==> src/rtl/set_alarm_ctrl.sv <==
// Alarm-time entry controller: walks hour, minute and on/off fields with mode/inc buttons.
// Optional macro SET_ALARM_EDGE_DETECT_EN turns button levels into single rising-edge presses.
module set_alarm_ctrl (
    input  logic       clk,
    input  logic       rst,
    input  logic       set_alarm_en,
    input  logic       mode_button,
    input  logic       inc_button,
    output logic [4:0] o_hours,
    output logic [5:0] o_minutes,
    output logic       ack_flag,
    output logic       on_off_alarm
);

    typedef enum logic [2:0] {
        IDLE,
        HOURS,
        MINUTES,
        ONOFF,
        DONE
    } state_t;

    state_t     state_q, state_d;
    logic [4:0] hours_q, hours_d;
    logic [5:0] minutes_q, minutes_d;
    logic       on_off_q, on_off_d;
    logic       ack_q, ack_d;
    logic       mode_press;
    logic       inc_press;

`ifdef SET_ALARM_EDGE_DETECT_EN
    logic mode_btn_q;
    logic inc_btn_q;

    always_ff @(posedge clk) begin
        if (rst) begin
            mode_btn_q <= 1'b0;
            inc_btn_q  <= 1'b0;
        end else begin
            mode_btn_q <= mode_button;
            inc_btn_q  <= inc_button;
        end
    end

    assign mode_press = mode_button & ~mode_btn_q;
    assign inc_press  = inc_button & ~inc_btn_q;
`else
    assign mode_press = mode_button;
    assign inc_press  = inc_button;
`endif

    // IDLE shares the HOURS decode so a press in the enabling cycle is not lost.
    always_comb begin
        state_d   = state_q;
        hours_d   = hours_q;
        minutes_d = minutes_q;
        on_off_d  = on_off_q;
        ack_d     = 1'b0;
        case (state_q)
            IDLE, HOURS: begin
                if (!set_alarm_en) begin
                    state_d = IDLE;
                end else if (mode_press) begin
                    state_d = MINUTES;
                end else begin
                    state_d = HOURS;
                    if (inc_press) begin
                        hours_d = (hours_q == 5'd23) ? 5'd0 : hours_q + 5'd1;
                    end
                end
            end
            MINUTES: begin
                if (!set_alarm_en) begin
                    state_d = IDLE;
                end else if (mode_press) begin
                    state_d = ONOFF;
                end else if (inc_press) begin
                    minutes_d = (minutes_q == 6'd59) ? 6'd0 : minutes_q + 6'd1;
                end
            end
            ONOFF: begin
                if (!set_alarm_en) begin
                    state_d = IDLE;
                end else if (mode_press) begin
                    state_d = DONE;
                    ack_d   = 1'b1;
                end else if (inc_press) begin
                    on_off_d = ~on_off_q;
                end
            end
            DONE: begin
                if (!set_alarm_en) begin
                    state_d = IDLE;
                end
            end
            default: state_d = IDLE;
        endcase
    end

    always_ff @(posedge clk) begin
        if (rst) begin
            state_q   <= IDLE;
            hours_q   <= 5'd0;
            minutes_q <= 6'd0;
            on_off_q  <= 1'b0;
            ack_q     <= 1'b0;
        end else begin
            state_q   <= state_d;
            hours_q   <= hours_d;
            minutes_q <= minutes_d;
            on_off_q  <= on_off_d;
            ack_q     <= ack_d;
        end
    end

    assign o_hours      = hours_q;
    assign o_minutes    = minutes_q;
    assign on_off_alarm = on_off_q;
    assign ack_flag     = ack_q;

endmodule

==> config.mk <==
export PLATFORM = sky130hd
export DESIGN_NAME = set_alarm_ctrl
export DESIGN_NICKNAME = d
export VERILOG_FILES = /design/src/rtl/set_alarm_ctrl.sv
export SDC_FILE = /design/constraint.sdc
export NUM_CORES = 1
export LEC_CHECK = 0
export CAP_MARGIN = 20
export CORE_UTILIZATION = 51
export CTS_CLUSTER_SIZE = 14
export DETAILED_ROUTE_END_ITERATION = 8
export PLACE_DENSITY = 0.85
export SYNTH_ARGS = -nofsm -noshare
export SYNTH_HDL_FRONTEND = slang
export SYNTH_SLANG_ARGS = --single-unit
==> constraint.sdc <==
create_clock -name clk -period 3.4 [get_ports clk]
set_input_delay 0.34 -clock clk [delete_from_list [all_inputs] [get_ports clk]]
set_output_delay 0.34 -clock clk [all_outputs]
set_load 0.005 [all_outputs]
==> results of run 1 <==
-- through the flow --
| step | util, % | hold WS (ps) | std cells |
|---|---|---|---|
| after floorplan | - | 474 | 83 |
| after global placement | 70.1 | 474 | 112 |
| after detailed placement | 70.1 | 514 | 112 |
| after CTS | 72.8 | 531 | 116 |
| after global routing | 72.8 | 543 | 116 |
| final | 72.8 | 530 | 116 |
-- power groups by stage --
stage                     logic, mW  registers [mW]  clock network [mW]
after floorplan              0.0145           0.196                   0
after global routing         0.0245           0.194               0.134
final                        0.0221           0.193               0.125
after CTS                    0.0221           0.193               0.128
after detailed placement     0.0222           0.198                   0
after global placement       0.0215           0.197                   0
-- cell type report --
| cell class | instances | area, um^2 |
|---|---|---|
| multi-input cells | 62 | 429 |
| fillers | 107 | 368 |
| flip-flops and latches | 16 | 320 |
| repair buffers | 17 | 170 |
| clock buffers | 4 | 36.3 |
| well taps | 15 | 18.8 |
| inverters | 2 | 7.51 |
-- routing by layer --
layer	GRT usage, %	up-vias
li1	-	325
met1	27.7	327
met2	35.2	16
met3	3.26	4
met4	12.5	0
met5	0	-
-- synth_stat cells (2+ instances only) --
library cell / instances / area share, %
nor3_2: 4 / 5.2
inv_1: 2 / 0.97
nand3b_1: 2 / 1.9
mux2i_1: 3 / 3.9
a21oi_1: 5 / 3.2
nand3_1: 4 / 2.6
nor2_1: 13 / 6.3
dfxtp_1: 16 / 41
ha_1: 2 / 3.2
xnor2_1: 5 / 5.7
o21ai_0: 5 / 3.2
nand2b_1: 2 / 1.6
nand2_1: 6 / 2.9
-- registers in the layout, summed over array words and instances (netlist names) --
signal,count
o_hours,5
ack_flag,1
on_off_alarm,1
o_minutes,6
state_q,3
-- worst min-delay path by stage --
stage	start	cells past startpoint	slack, ps	endpoint
floorplan	on_off_alarm$_SDFFE_PP0P_	2	470	on_off_alarm$_SDFFE_PP0P_
global placement	on_off_alarm$_SDFFE_PP0P_	2	470	on_off_alarm$_SDFFE_PP0P_
CTS	o_hours[1]$_SDFFE_PP0P_	2	530	o_hours[1]$_SDFFE_PP0P_
detailed placement	o_hours[1]$_SDFFE_PP0P_	2	510	o_hours[1]$_SDFFE_PP0P_
finish	o_hours[1]$_SDFFE_PP0P_	2	530	o_hours[1]$_SDFFE_PP0P_
global route	o_hours[1]$_SDFFE_PP0P_	2	540	o_hours[1]$_SDFFE_PP0P_
-- cell families (layout without fill, tap and decap cells) --
group,count (synthesis),in the layout,share of synthesized area [%]
mux,3,3,3.88
fa+ha+maj,2,2,3.24
simple gates,38,38,31.1
compound gates,13,13,10.5
buf+inv,5,23,3.07
flops,16,16,41.4
xor+xnor,6,6,6.80
-- worst register-to-register path: stages (launching register included) --
cell and delay (ps):
dfxtp_1 600, nand3b_1 240, or4b_1 500, a21oi_1 130
==> metrics.md, run 1 <==
| Metric | Value |
|---|---|
| Setup Skew | `2.00 ps` |
| Port Buffers | `17` |
| Yosys warns | `0` |
| Internal reg-to-reg setup slack | `1850 ps` |
| Total GRT Usage | `22.0%` |
| Hold WC Path Type | `register to register` |
| Die Area | `1680 um^2` |
| # resized after CTS | `0` |
| DRT Wirelength | `1510 um` |
| Largest stage delay, worst path | `560 ps` |
| Crit path kind | `primary input to register` |
| Width of the die | `40.9 um` |
| Worst EP arrival | `1910 ps` |
| NetSw | `0.0751 mW` |
| Cell area after layout | `982 um^2` |
| Number of buffers inserted by hold repair at cts | `0` |
| Final Critical Period | `1690 ps` |
| Clk Latency, worst-skew pair | `280 ps` |
| DR iter-0 viols | `13` |
| Worst-path cell chain | `clkdlybuf4s50_1, nand4bb_4, or4b_1, a21oi_1` |
| Nets | `109` |
| Req. time, crit path | `3620 ps` |
| # rows | `13` |
| Outcome | `finished clean` |
| WP depth | `4` |
| Inserted Clock Buffers | `3` |
| RSZ-0062 raised after global routing | `false` |
| Antenna diode count | `0` |
| Most frequent cells in the layout | `clkdlybuf4s50_1, dfxtp_1, nor2_1` |
| Buf/Inv on CP | `1` |
| Syn avg cell area | `9.32 um^2` |
| Metal-1 WL | `693 um` |
| Ys async rst share | `0%` |
| # Post-CTS Setup Buffers | `0` |
| Initial antenna violation count | `0` |
| H-tree levels | `1` |
| Power, Total | `0.341 mW` |
| Fin worst setup slack | `1710 ps` |
| Crit. End Element | `register` |
| Post-Place Worst Slack | `1400 ps` |
| Clock power share | `36.8%` |
| Drt wl/cell | `13.0 um` |
| Worst r2r dst | `o_minutes[2]$_SDFFE_PP0P_` |
| Slew Limit Fails | `0` |
| Vias in the first global route | `571` |
| DR WL met2 | `747 um` |
| Switching Fraction | `22.0%` |
| Leakage | `0.325 nW` |
| Yosys reg bits | `16` |
| FF-to-FF path depth | `3` |
| Total of max-cap violations | `0` |
| DRT Pass-1 Iters | `4` |
| Clk slew on worst S/H paths | `90 ps` |
| Logic pwr share | `6.5%` |
| Fmax | `0.591 GHz` |
| Reg2reg start | `state_q[1]$_SDFFE_PP0P_` |
| Area after DPL | `946 um^2` |
| Starting Density | `57.3%` |
| GRT Residual Overflow | `0` |
| First-pass GRT wire length | `2390 um` |
| Slew @ Worst Pin | `439 ps` |
| Worst setup startpoint | `mode_button` |
| Vias per cell | `5.79` |
| Via Count | `672` |
| Post-detailed-route count of antenna-violating nets | `0` |
| CTS tree | `yes` |
| Clock Sinks | `16` |
| EDFF count, synth | `0` |
| Final setup TNS | `0 ps` |
| Worst rel slew slack | `70.4%` |
| Synthesized Nets | `90` |
| Met3 wire len | `43 um` |
| I/O pin count | `18` |
| Period utilization | `49.8%` |
| Yosys cell types | `27` |
| Final Hold Viols | `0` |
| Core area | `1350 um^2` |
| # DRC | `0` |
| Largest net degree at the start of global routing | `16` |
| Synth Flop Type | `dfxtp_1` |
| Syn Inst Count | `83` |
| Highest routed layer | `met4` |
| Die Ht | `40.9 um` |
| Worst setup endpoint | `o_minutes[2]$_SDFFE_PP0P_` |
| Root Buffer | `clkbuf_4` |
| Critical path fanouts, max | `15` |
| CTS max path bufs | `2` |
| Final setup fails | `0` |
| Commonest non-fill, non-tap cell in the layout | `clkdlybuf4s50_1` |
| Top delay family on crit path | `simple AND/OR/NAND/NOR gates` |
| Syn-to-layout area delta | `27.0%` |
| Synthesized cell area | `773 um^2` |
| Sequential-to-total area share from yosys stat | `41.4%` |
| Layout cells sized above 1 | `11.9%` |
| Post-DP HPWL | `1150 um` |
| CP max-delay cell | `or4b_1` |
| Part of the power in registers | `56.7%` |
| Gpl congestion | `0.745` |
| Maximum vdd drop | `0.300 mV` |
| Type of origin of the critical path | `primary input` |
| Int Power | `0.266 mW` |
| Power density cells | `347 nW/um^2` |
Power figures use the tool's default switching activity.
==> run 2, diff against run 1 <==
--- a/config.mk
+++ b/config.mk
@@ -6,10 +6,10 @@
 export NUM_CORES = 1
 export LEC_CHECK = 0
 export CAP_MARGIN = 20
-export CORE_UTILIZATION = 51
+export CORE_UTILIZATION = 43
 export CTS_CLUSTER_SIZE = 14
 export DETAILED_ROUTE_END_ITERATION = 8
-export PLACE_DENSITY = 0.85
+export PLACE_DENSITY = 0.77
 export SYNTH_ARGS = -nofsm -noshare
 export SYNTH_HDL_FRONTEND = slang
 export SYNTH_SLANG_ARGS = --single-unit
==> constraint.sdc (replaced) <==
create_clock -name clk -period 1.4 [get_ports clk]
set_input_delay 0.14 -clock clk [delete_from_list [all_inputs] [get_ports clk]]
set_output_delay 0.14 -clock clk [all_outputs]
set_load 0.005 [all_outputs]
==> run 2 against run 1 <==
  * Setup slack lost 1700 ps
  * Final cell count is 16% higher
  * Die area rose by 18%
  * Non-clock buffer count is 10 higher
  * Global-route usage is 3.9 points lower
  * Sequential cell count stayed put
  * First-iteration DRC count unchanged
  * Critical path type is now register to output port
  * Largest cell class unchanged
==> metrics.md, run 2 (synthesized netlist as in run 1, its figures left out) <==
| Metric | Value |
|---|---|
| Post-detailed-route count of antenna-violating nets | `0` |
| Gpl congestion | `0.729` |
| First-pass GRT wire length | `2550 um` |
| Req. time, crit path | `1260 ps` |
| CTS max path bufs | `2` |
| Hold WC Path Type | `register to register` |
| Slew @ Worst Pin | `234 ps` |
| Worst hold path depth | `2` |
| Crit. End Element | `output port` |
| Part of the power in registers | `59.8%` |
| Outcome | `finished clean` |
| Slew Limit Fails | `0` |
| Initial antenna violation count | `0` |
| Inserted Clock Buffers | `3` |
| Total of max-cap violations | `0` |
| Type of origin of the critical path | `register` |
| Cell area after layout | `1080 um^2` |
| Final setup fails | `0` |
| Syn-to-layout area delta | `40.3%` |
| Clk Latency, worst-skew pair | `290 ps` |
| Port Buffers | `17` |
| Number of buffers inserted by hold repair at cts | `0` |
| Die Area | `1970 um^2` |
| Area after DPL | `1020 um^2` |
| # DRC | `0` |
| CTS tree | `yes` |
| Period utilization | `96.6%` |
| # rows | `14` |
| Top delay family on crit path | `buffers and inverters` |
| Most frequent cells in the layout | `clkdlybuf4s50_1, nor2_1, dfxtp_1, buf_4, dfxtp_2` |
| DRT Pass-1 Iters | `4` |
| Fill count | `132` |
| GRT Residual Overflow | `0` |
| Largest net degree at the start of global routing | `9` |
| Clk slew on worst S/H paths | `80 ps` |
| CP max-delay cell | `clkdlybuf4s50_1` |
| WP depth | `1` |
| Internal reg-to-reg setup slack | `50 ps` |
| Power density cells | `720 nW/um^2` |
| Die Ht | `44.4 um` |
| Starting Density | `48.5%` |
| Leakage | `0.404 nW` |
| Min Hold Slack | `488 ps` |
| RSZ-0062 raised after global routing | `true` |
| DR iter-0 viols | `13` |
| Vias in the first global route | `593` |
| Int Power | `0.601 mW` |
| Clock power share | `30.6%` |
| Commonest non-fill, non-tap cell in the layout | `clkdlybuf4s50_1` |
| Logic pwr share | `9.7%` |
| Root Buffer | `clkbuf_4` |
| Max FFs per register | `6` |
| H-tree levels | `1` |
| Worst rel slew slack | `84.2%` |
| Drt wl/cell | `11.4 um` |
| Total GRT Usage | `18.1%` |
| Final Hold Viols | `0` |
| FF-to-FF path depth | `4` |
| Worst-path cell chain | `clkdlybuf4s50_1` |
| Nets | `119` |
| Post-DP HPWL | `1120 um` |
| Layout cells sized above 1 | `25.5%` |
| Switching Fraction | `23.0%` |
| Largest stage delay, worst path | `520 ps` |
| Final Critical Period | `1350 ps` |
| DRT Wirelength | `1530 um` |
| Via Count | `669` |
| Core area | `1590 um^2` |
| Clock Sinks | `16` |
| NetSw | `0.180 mW` |
| Final design utilization | `68.1%` |
| Antenna diode count | `0` |
| Crit path kind | `register to output port` |
| Fmax | `0.739 GHz` |
| Power, Total | `0.781 mW` |
| Worst EP arrival | `1210 ps` |
| Buf/Inv on CP | `1` |
| Setup Skew | `4.94 ps` |
| Width of the die | `44.4 um` |
| Final setup TNS | `0 ps` |
| Maximum vdd drop | `0.674 mV` |
| I/O pin count | `18` |
| Vias per cell | `4.99` |
| Critical path fanouts, max | `4` |
run 2: cell count changes in the layout (fill, tap and decap cells not counted), sizes merged:
cell and change:
clkbuf -1, buf +10, dlymetal6s2s +1, clkdlybuf4s50 -1
run 2: power groups by stage:
stage / sequential, mW / combinational (mW) / clock [mW]
after CTS: 0.466 / 0.0711 / 0.245
after detailed placement: 0.477 / 0.0710 / 0
after global routing: 0.468 / 0.0831 / 0.268
after global placement: 0.477 / 0.0698 / 0
final: 0.467 / 0.0756 / 0.239
after floorplan: 0.475 / 0.0352 / 0
run 2: area by class of cell:
class	instances	area [um^2]	share of cell area, %
clock buffers	3	22.5	2.08
flip-flops and latches	16	329	30.3
multi-input cells	62	444	40.9
inverters	2	7.51	0.692
repair buffers	27	251	23.2
well taps	24	30.0	2.77
run 2: path summary, 6_finish.rpt:
check / from / end
setup / recovery: o_minutes[4]$_SDFFE_PP0P_ / o_minutes[4]
hold / removal: on_off_alarm$_SDFFE_PP0P_ / on_off_alarm$_SDFFE_PP0P_
setup reg to reg: o_minutes[1]$_SDFFE_PP0P_ / o_minutes[2]$_SDFFE_PP0P_
hold reg to reg: on_off_alarm$_SDFFE_PP0P_ / on_off_alarm$_SDFFE_PP0P_
run 2: stage by stage:
stage | setup slack [ps] | std cells
floorplan | 88.4 | 83
global placement | -214 | 130
detailed placement | -256 | 130
CTS | 13.7 | 133
global route | -18.0 | 134
finish | 47.5 | 134
run 2: repair_timing:
action                                  in CTS  in global routing
pin swaps                                    0                  1
hold endpoints to repair                     0                  0
endpoints found under the setup margin       1                  8
buffers inserted                             0                  1
cloned                                       0                  0
resized for setup                            1                 10
run 2: layer usage:
layer	routed length, um	track usage [%]
met3	52	6.12
met4	32	9.09
met5	0	0
met2	735	26.2
met1	713	23.9
==> run 3, diff against run 2 <==
--- a/config.mk
+++ b/config.mk
@@ -6,10 +6,12 @@
 export NUM_CORES = 1
 export LEC_CHECK = 0
 export CAP_MARGIN = 20
+export CORE_MARGIN = 2
 export CORE_UTILIZATION = 43
 export CTS_CLUSTER_SIZE = 14
 export DETAILED_ROUTE_END_ITERATION = 8
 export PLACE_DENSITY = 0.77
+export SKIP_CTS_REPAIR_TIMING = 1
 export SYNTH_ARGS = -nofsm -noshare
 export SYNTH_HDL_FRONTEND = slang
 export SYNTH_SLANG_ARGS = --single-unit
==> run 3 against run 2 <==
  * Setup slack lost 12 ps
  * Via count grew 0.45%
  * Clock skew grew 6.0 ps
  * Register-to-register slack is essentially flat
  * First-iteration DRC count grew 46%
  * Global-route usage grew 0.077 points
  * Highest routed layer unchanged
==> metrics.md, run 3 (synthesized netlist as in run 1, its figures left out) <==
| Metric | Value |
|---|---|
| Final setup fails | `0` |
| Gpl congestion | `0.804` |
| Reg2reg start | `state_q[2]$_SDFFE_PP0P_` |
| DRT Pass-1 Iters | `4` |
| Vias in the first global route | `604` |
| Maximum vdd drop | `0.618 mV` |
| Hold WC Path Type | `register to register` |
| Vias per cell | `5.01` |
| CTS tree | `yes` |
| Port Buffers | `17` |
| Setup Skew | `11.0 ps` |
| Top delay family on crit path | `buffers and inverters` |
| Inserted Clock Buffers | `3` |
| Largest stage delay, worst path | `520 ps` |
| Placed cell count | `130` |
| Period utilization | `97.5%` |
| I/O pin count | `18` |
| CTS max path bufs | `2` |
| Die Ht | `46.4 um` |
| GRT Residual Overflow | `0` |
| Largest net degree at the start of global routing | `11` |
| Fmax | `0.733 GHz` |
| Worst EP arrival | `1220 ps` |
| Most frequent cells in the layout | `clkdlybuf4s50_1, nor2_1, dfxtp_1, dfxtp_2, buf_4` |
| Initial antenna violation count | `0` |
| CP max-delay cell | `clkdlybuf4s50_1` |
| Leakage | `0.386 nW` |
| Core area | `1710 um^2` |
| FF-to-FF path depth | `3` |
| Final Critical Period | `1360 ps` |
| Total GRT Usage | `18.2%` |
| Root Buffer | `clkbuf_4` |
| H-tree levels | `1` |
| Buf/Inv on CP | `1` |
| Layout cells sized above 1 | `26.6%` |
| Internal reg-to-reg setup slack | `50 ps` |
| Starting Density | `45.3%` |
| Clock Sinks | `16` |
| Worst setup endpoint | `o_minutes[4]` |
| DR iter-0 viols | `19` |
| Post-DP HPWL | `1220 um` |
| # rows | `15` |
| Final Hold Viols | `0` |
| Via Count | `672` |
| Slew @ Worst Pin | `234 ps` |
| Clk Latency, worst-skew pair | `290 ps` |
| Final design utilization | `62.9%` |
| Commonest non-fill, non-tap cell in the layout | `clkdlybuf4s50_1` |
| # DRC | `0` |
| Critical path fanouts, max | `4` |
| Post-detailed-route count of antenna-violating nets | `0` |
| Req. time, crit path | `1260 ps` |
| Outcome | `finished clean` |
| Slew Limit Fails | `0` |
| Type of origin of the critical path | `register` |
| Nets | `118` |
| Crit. End Element | `output port` |
| Non-Filler Instances | `134` |
| Syn-to-layout area delta | `39.0%` |
| Final setup TNS | `0 ps` |
| Antenna diode count | `0` |
| Power, Total | `0.784 mW` |
| Total of max-cap violations | `0` |
| Crit path kind | `register to output port` |
| Power density cells | `729 nW/um^2` |
| Clk slew on worst S/H paths | `90 ps` |
| DRT Wirelength | `1650 um` |
| Worst rel slew slack | `84.3%` |
| Worst setup startpoint | `o_minutes[4]$_SDFFE_PP0P_` |
| Max FFs per register | `6` |
| WP depth | `1` |
| Width of the die | `46.4 um` |
| Worst r2r dst | `o_minutes[2]$_SDFFE_PP0P_` |
| First-pass GRT wire length | `2640 um` |
| Worst-path cell chain | `clkdlybuf4s50_1` |
| Drt wl/cell | `12.3 um` |
| Die Area | `2150 um^2` |
## run 3: worst min path at each step
stage | start | end | slack [ps] | cells past startpoint
floorplan | set_alarm_en | state_q[2]$_SDFFE_PP0P_ | 290 | 1
global placement | on_off_alarm$_SDFFE_PP0P_ | on_off_alarm$_SDFFE_PP0P_ | 480 | 2
detailed placement | o_hours[1]$_SDFFE_PP0P_ | o_hours[1]$_SDFFE_PP0P_ | 510 | 2
CTS | o_hours[1]$_SDFFE_PP0P_ | o_hours[1]$_SDFFE_PP0P_ | 520 | 2
global route | set_alarm_en | state_q[2]$_SDFFE_PP0P_ | 550 | 2
finish | o_hours[0]$_SDFFE_PP0P_ | o_hours[0]$_SDFFE_PP0P_ | 520 | 2
## run 3: routing by layer
| layer | vias up | GRT usage [%] | share of wire, % |
|---|---|---|---|
| li1 | 345 | - | - |
| met1 | 308 | 22.7 | 47 |
| met2 | 15 | 26.9 | 46 |
| met3 | 4 | 7.45 | 5.2 |
| met4 | 0 | 8.57 | 1.4 |
| met5 | - | 0 | 0 |
## run 3: cell type report
| cell class | instances | area (um^2) |
|---|---|---|
| clock buffers | 3 | 22.5 |
| fillers | 155 | 633 |
| inverters | 2 | 7.51 |
| multi-input cells | 62 | 439 |
| flip-flops and latches | 16 | 330 |
| well taps | 25 | 31.3 |
| repair buffers | 26 | 244 |
## run 3: where the power goes
part	internal, mW	switching [mW]	leakage [nW]	total [mW]
combinational	0.0391	0.0353	0.239	0.0744
sequential	0.460	0.00562	0.133	0.466
clock	0.100	0.143	0.0138	0.244
## run 3: metrics by stage
step / instance area (um^2) / setup slack (ps) / hold WS (ps)
2_1_floorplan: 773 / 88.4 / 286
3_3_place_gp: 1020 / -211 / 482
3_5_place_dp: 1020 / -261 / 511
4_1_cts: 1040 / -22.8 / 524
5_1_grt: 1070 / -1.41 / 546
6_report: 1070 / 35.7 / 516
==> RTL change 1 (settings of run 3) <==
Remove the register `ack_q`: a continuous assignment takes its place, so the output `ack_flag` follows one clock earlier.
--- a/src/rtl/set_alarm_ctrl.sv
+++ b/src/rtl/set_alarm_ctrl.sv
@@ -104,5 +104,4 @@
             minutes_q <= 6'd0;
             on_off_q  <= 1'b0;
-            ack_q     <= 1'b0;
         end else begin
             state_q   <= state_d;
@@ -110,7 +109,8 @@
             minutes_q <= minutes_d;
             on_off_q  <= on_off_d;
-            ack_q     <= ack_d;
         end
     end
+
+    assign ack_q = ack_d;
 
     assign o_hours      = hours_q;
Check against the original RTL: not equivalent (a bounded check fails within 4 cycles, from zero or initial values and one cycle with rst high).
==> RTL change 1 against run 3 <==
- the run now ends with setup timing left
- hold slack lost 0.019 ns
- sequential cell count shrank 1
- utilization grew 10 points
- wire length grew 9.8%
- area after synthesis shrank 4.4%
- total power grew 1.2%
- via count grew 7.4%
- sequential share of layout area shrank 3.5 points
- worst setup slack lost 0.059 ns
- cell area grew 5.8%
- critical endpoint is now o_hours[3]$_SDFFE_PP0P_
- highest routed layer unchanged
==> RTL change 1: results (changes against run 3) <==
run status complete, but fails checks; violations in the final reports setup timing; met3 usage in global routing 4.37% (-3.1 points); worst slew margin relative to its limit 80.7% (-3.5 points); crit path DAT 1.61 ns (+0.39 ns); slack of the critical path -0.0235 ns (-0.0592 ns); worst-case clock buffer depth 2 (unchanged); largest fanout on the critical path 5 (+1); via count of the first global-routing pass 624 (+3.3%); count of buffers inserted at the top-level ports 17 (unchanged); clock-pin slew reported for the worst setup and hold paths after clock tree synthesis 0.10 ns; first-iteration detailed-routing DRC count 8 (-11); final setup skew 0.00843 ns (-0.00254 ns); top post-synthesis cells by count 15 x sky130_fd_sc_hd__dfxtp_1, 13 x sky130_fd_sc_hd__nor2_1, 6 x sky130_fd_sc_hd__xor2_1; number of setup violations in the final report 1 (+1); met1 global-route usage 24.9% (+2.2 points); final net count 127 (+7.6%); aggregate negative setup slack -0.0235 ns (-0.0235 ns); top cells by area in the synthesized netlist sky130_fd_sc_hd__dfxtp_1 41%, sky130_fd_sc_hd__xor2_1 7.1%, sky130_fd_sc_hd__nor2_1 6.6%; detailed-placement wirelength estimate 1240 um (+1.6%); CP Capture Type flop; Synth Net Count 87 (-3.3%); distinct cell type count after synthesis 30 (+11%); commonest register cell after synthesis sky130_fd_sc_hd__dfxtp_1; global-route wire length before repair 2750 um (+4.2%); fraction of layout cells with a size suffix above 1 32.8% (+6.2 points); RePlAce Congestion 0.716 (-11%); WL per Instance 13.4 um (+9.0%); Layout fillers 111 (-28%); Vias/cell 5.35 (+6.6%); sequential fraction of the synthesis area 40.6% (-0.81 points); worst-case vdd ir drop 0.000543 V (-12%); P_leak 0.503 nW (+30%); met2 track utilization from global routing 27.3% (+0.38 points); maximum number of pins on one net before global-route repair 10 (-1); final-report hold violation count 0 (unchanged); GRT Overall Usage 18.2% (about the same); count of TritonRoute iterations in the first routing pass 5 (+1)
RTL change 1: where the power goes:
part | leakage (nW) | switching [mW] | total (mW) | internal, mW
Combinational | 0.360 | 0.0390 | 0.0949 | 0.0559
Clock | 0.0177 | 0.155 | 0.261 | 0.106
Sequential | 0.125 | 0.00526 | 0.437 | 0.432
RTL change 1: cells by family after synthesis:
family          count (synthesis)  synth area share [%]
fa+ha+maj                       2                  3.38
compound gates                  9                  11.0
flops                          15                  40.6
buf+inv                         5                  3.05
mux                             3                  4.06
simple gates                   39                  29.6
xor+xnor                        7                  8.29
RTL change 1: metal layers:
| metal | up-vias | wire length, um | share of wire (%) |
|---|---|---|---|
| met4 | 0 | 33 | 1.8 |
| met2 | 15 | 903 | 50 |
| met1 | 344 | 805 | 45 |
| li1 | 357 | - | - |
| met3 | 6 | 64 | 3.5 |
| met5 | - | 0 | 0 |
RTL change 1: through the flow:
step	cells	cell area, um2	setup WS (ns)	util, %	hold slack (ns)
global placement	125	1020	-0.258	65.7	0.473
detailed placement	125	1020	-0.297	65.7	0.484
floorplan	80	741	0.0118	-	0.286
finish	135	1140	-0.0235	73.0	0.498
global route	135	1140	-0.123	73.0	0.545
CTS	129	1050	-0.173	67.5	0.502
RTL change 1: worst paths after layout:
path / from / end / slack, ns / depth (start not counted)
min: o_minutes[1]$_SDFFE_PP0P_ / o_minutes[1]$_SDFFE_PP0P_ / 0.50 / 2
max reg2reg: state_q[2]$_SDFFE_PP0P_ / o_minutes[3]$_SDFFE_PP0P_ / 0 / 6
min reg2reg: o_minutes[1]$_SDFFE_PP0P_ / o_minutes[1]$_SDFFE_PP0P_ / 0.50 / 2
max: mode_button / o_hours[3]$_SDFFE_PP0P_ / -0.02 / 6
RTL change 1: cell type report:
class	instances	share of cell area, %
Multi-Input combinational cell	60	38.6
Timing Repair Buffer	37	28.9
Sequential cell	15	27.3
Clock buffer	3	1.98
Tap cell	16	1.76
Inverter	3	0.990
Clock inverter	1	0.440
RTL change 1: worst max-delay path, stage by stage:
cell and delay [ns]:
sky130_fd_sc_hd__clkdlybuf4s50_1 0.43, sky130_fd_sc_hd__buf_4 0.16, sky130_fd_sc_hd__nand4bb_2 0.30, sky130_fd_sc_hd__nor3_1 0.27, sky130_fd_sc_hd__mux2i_1 0.25, sky130_fd_sc_hd__nor2_1 0.06
==> RTL change 2 (settings of run 3) <==
Without the edit above. The option `SET_ALARM_EDGE_DETECT_EN` is turned on by a define.
--- a/src/rtl/set_alarm_ctrl.sv
+++ b/src/rtl/set_alarm_ctrl.sv
@@ -1,4 +1,6 @@
 // Alarm-time entry controller: walks hour, minute and on/off fields with mode/inc buttons.
 // Optional macro SET_ALARM_EDGE_DETECT_EN turns button levels into single rising-edge presses.
+`define SET_ALARM_EDGE_DETECT_EN
+
 module set_alarm_ctrl (
     input  logic       clk,
Behaviour: not the same (Yosys sat finds a counterexample within 4 cycles, from zero or initial values and one cycle with rst high).
==> RTL change 2 against run 3 <==
- sequential cell count up 2
- area after synthesis increased by 2.6%
- register-to-register slack got worse by 0.04 ns
- sequential power increased by 12%
- wire length rose by 8.8%
- cell area rose by 8.0%
- total power grew 21%
- worst setup slack worse by 0.027 ns
- via count rose by 6.8%
- clock skew shrank 0.0079 ns
- critical endpoint is now o_hours[4]$_SDFFE_PP0P_
==> RTL change 2: results (changes against run 3) <==
run status completed; total via count in the routed design 718 (+6.8%); worst-case vdd ir drop 0.000613 V (-0.72%); FF/Latch Area 374 um2 (+13%); Layout fillers 140 (-9.7%); worst slew margin relative to its limit 76.1% (-8.2 points); synthesized instance count 84 (+1.2%); setup slack, reg-to-reg 0.008 ns (-0.04 ns); P_leak 0.457 nW (+18%); proportion of synthesized area in mux cells 5.05% (+1.2 points); R2R cell count 4 (+1); routed wire length 1790 um (+8.8%); compound-gate portion of the synthesized area 9.15% (-1.4 points); Synth Area in Adders 3.15% (-0.082 points); # placed instances 133 (+2.3%); detailed-placement wirelength estimate 1270 um (+4.3%); first-iteration detailed-routing DRC count 21 (+2); worst setup path category flop to flop; final net count 121 (+2.5%); global-route wire length before repair 2680 um (+1.9%); RePlAce Congestion 0.850 (+5.7%); crit path DAT 1.59 ns (+0.37 ns); instance area after placement 1050 um2 (+3.2%); Synth Net Count 91 (+1.1%); worst reg2reg startpoint inc_btn_q$_SDFF_PP0_; startpoint of the most critical hold path set_alarm_en; Switching Fraction 23.7% (+0.14 points); top post-synthesis cells by count 18 x sky130_fd_sc_hd__dfxtp_1, 13 x sky130_fd_sc_hd__nor2_1, 4 x sky130_fd_sc_hd__a21oi_1, 4 x sky130_fd_sc_hd__mux2i_1; sequential fraction of the synthesis area 45.4% (+4.0 points); Vias/cell 5.20 (+3.7%); reg2reg end o_hours[4]$_SDFFE_PP0P_; Flop+latch power 524 uW (+12%); Tightest Hold Check Type primary input to flop; longest individual stage delay on the worst path 0.34 ns (-0.18 ns); final setup skew 0.00310 ns (-0.00788 ns); distinct cell type count after synthesis 29 (+7.4%); master of the slowest instance on the critical path sky130_fd_sc_hd__dfxtp_1; worst slack, placed -0.386 ns (-0.124 ns); power dissipated in combinational cells 87.9 uW (+18%); hold worst-path end state_q[2]$_SDFFE_PP0P_; fraction of layout cells with a size suffix above 1 29.2% (+2.6 points)
==> RTL change 2: cell types whose count changed in the layout (fill, tap and decap cells not counted), moves of 2 or more <==
cell                             run 3  this run
sky130_fd_sc_hd__xor2_1              1         3
sky130_fd_sc_hd__nor2b_1             0         2
sky130_fd_sc_hd__xnor2_1             5         3
sky130_fd_sc_hd__nor3_2              3         1
sky130_fd_sc_hd__nand4_1             0         3
sky130_fd_sc_hd__o21ai_0             5         3
sky130_fd_sc_hd__nand2_1             6         3
==> RTL change 2: metal layers <==
layer | track usage, % | up-vias | part of all wire, %
met4 | 6.67 | 0 | 2.2
met1 | 22.9 | 333 | 48
met2 | 27.9 | 24 | 45
li1 | - | 357 | -
met3 | 4.62 | 4 | 5.3
met5 | 0 | - | 0
==> RTL change 2: area by class of cell <==
type                       instances  share of cell area (%)
inverter                           2                   0.647
timing repair buffer              26                    20.9
sequential                        18                    32.2
clock buffer                       4                    3.13
multi-input combinational         63                    40.4
tap                               25                    2.69
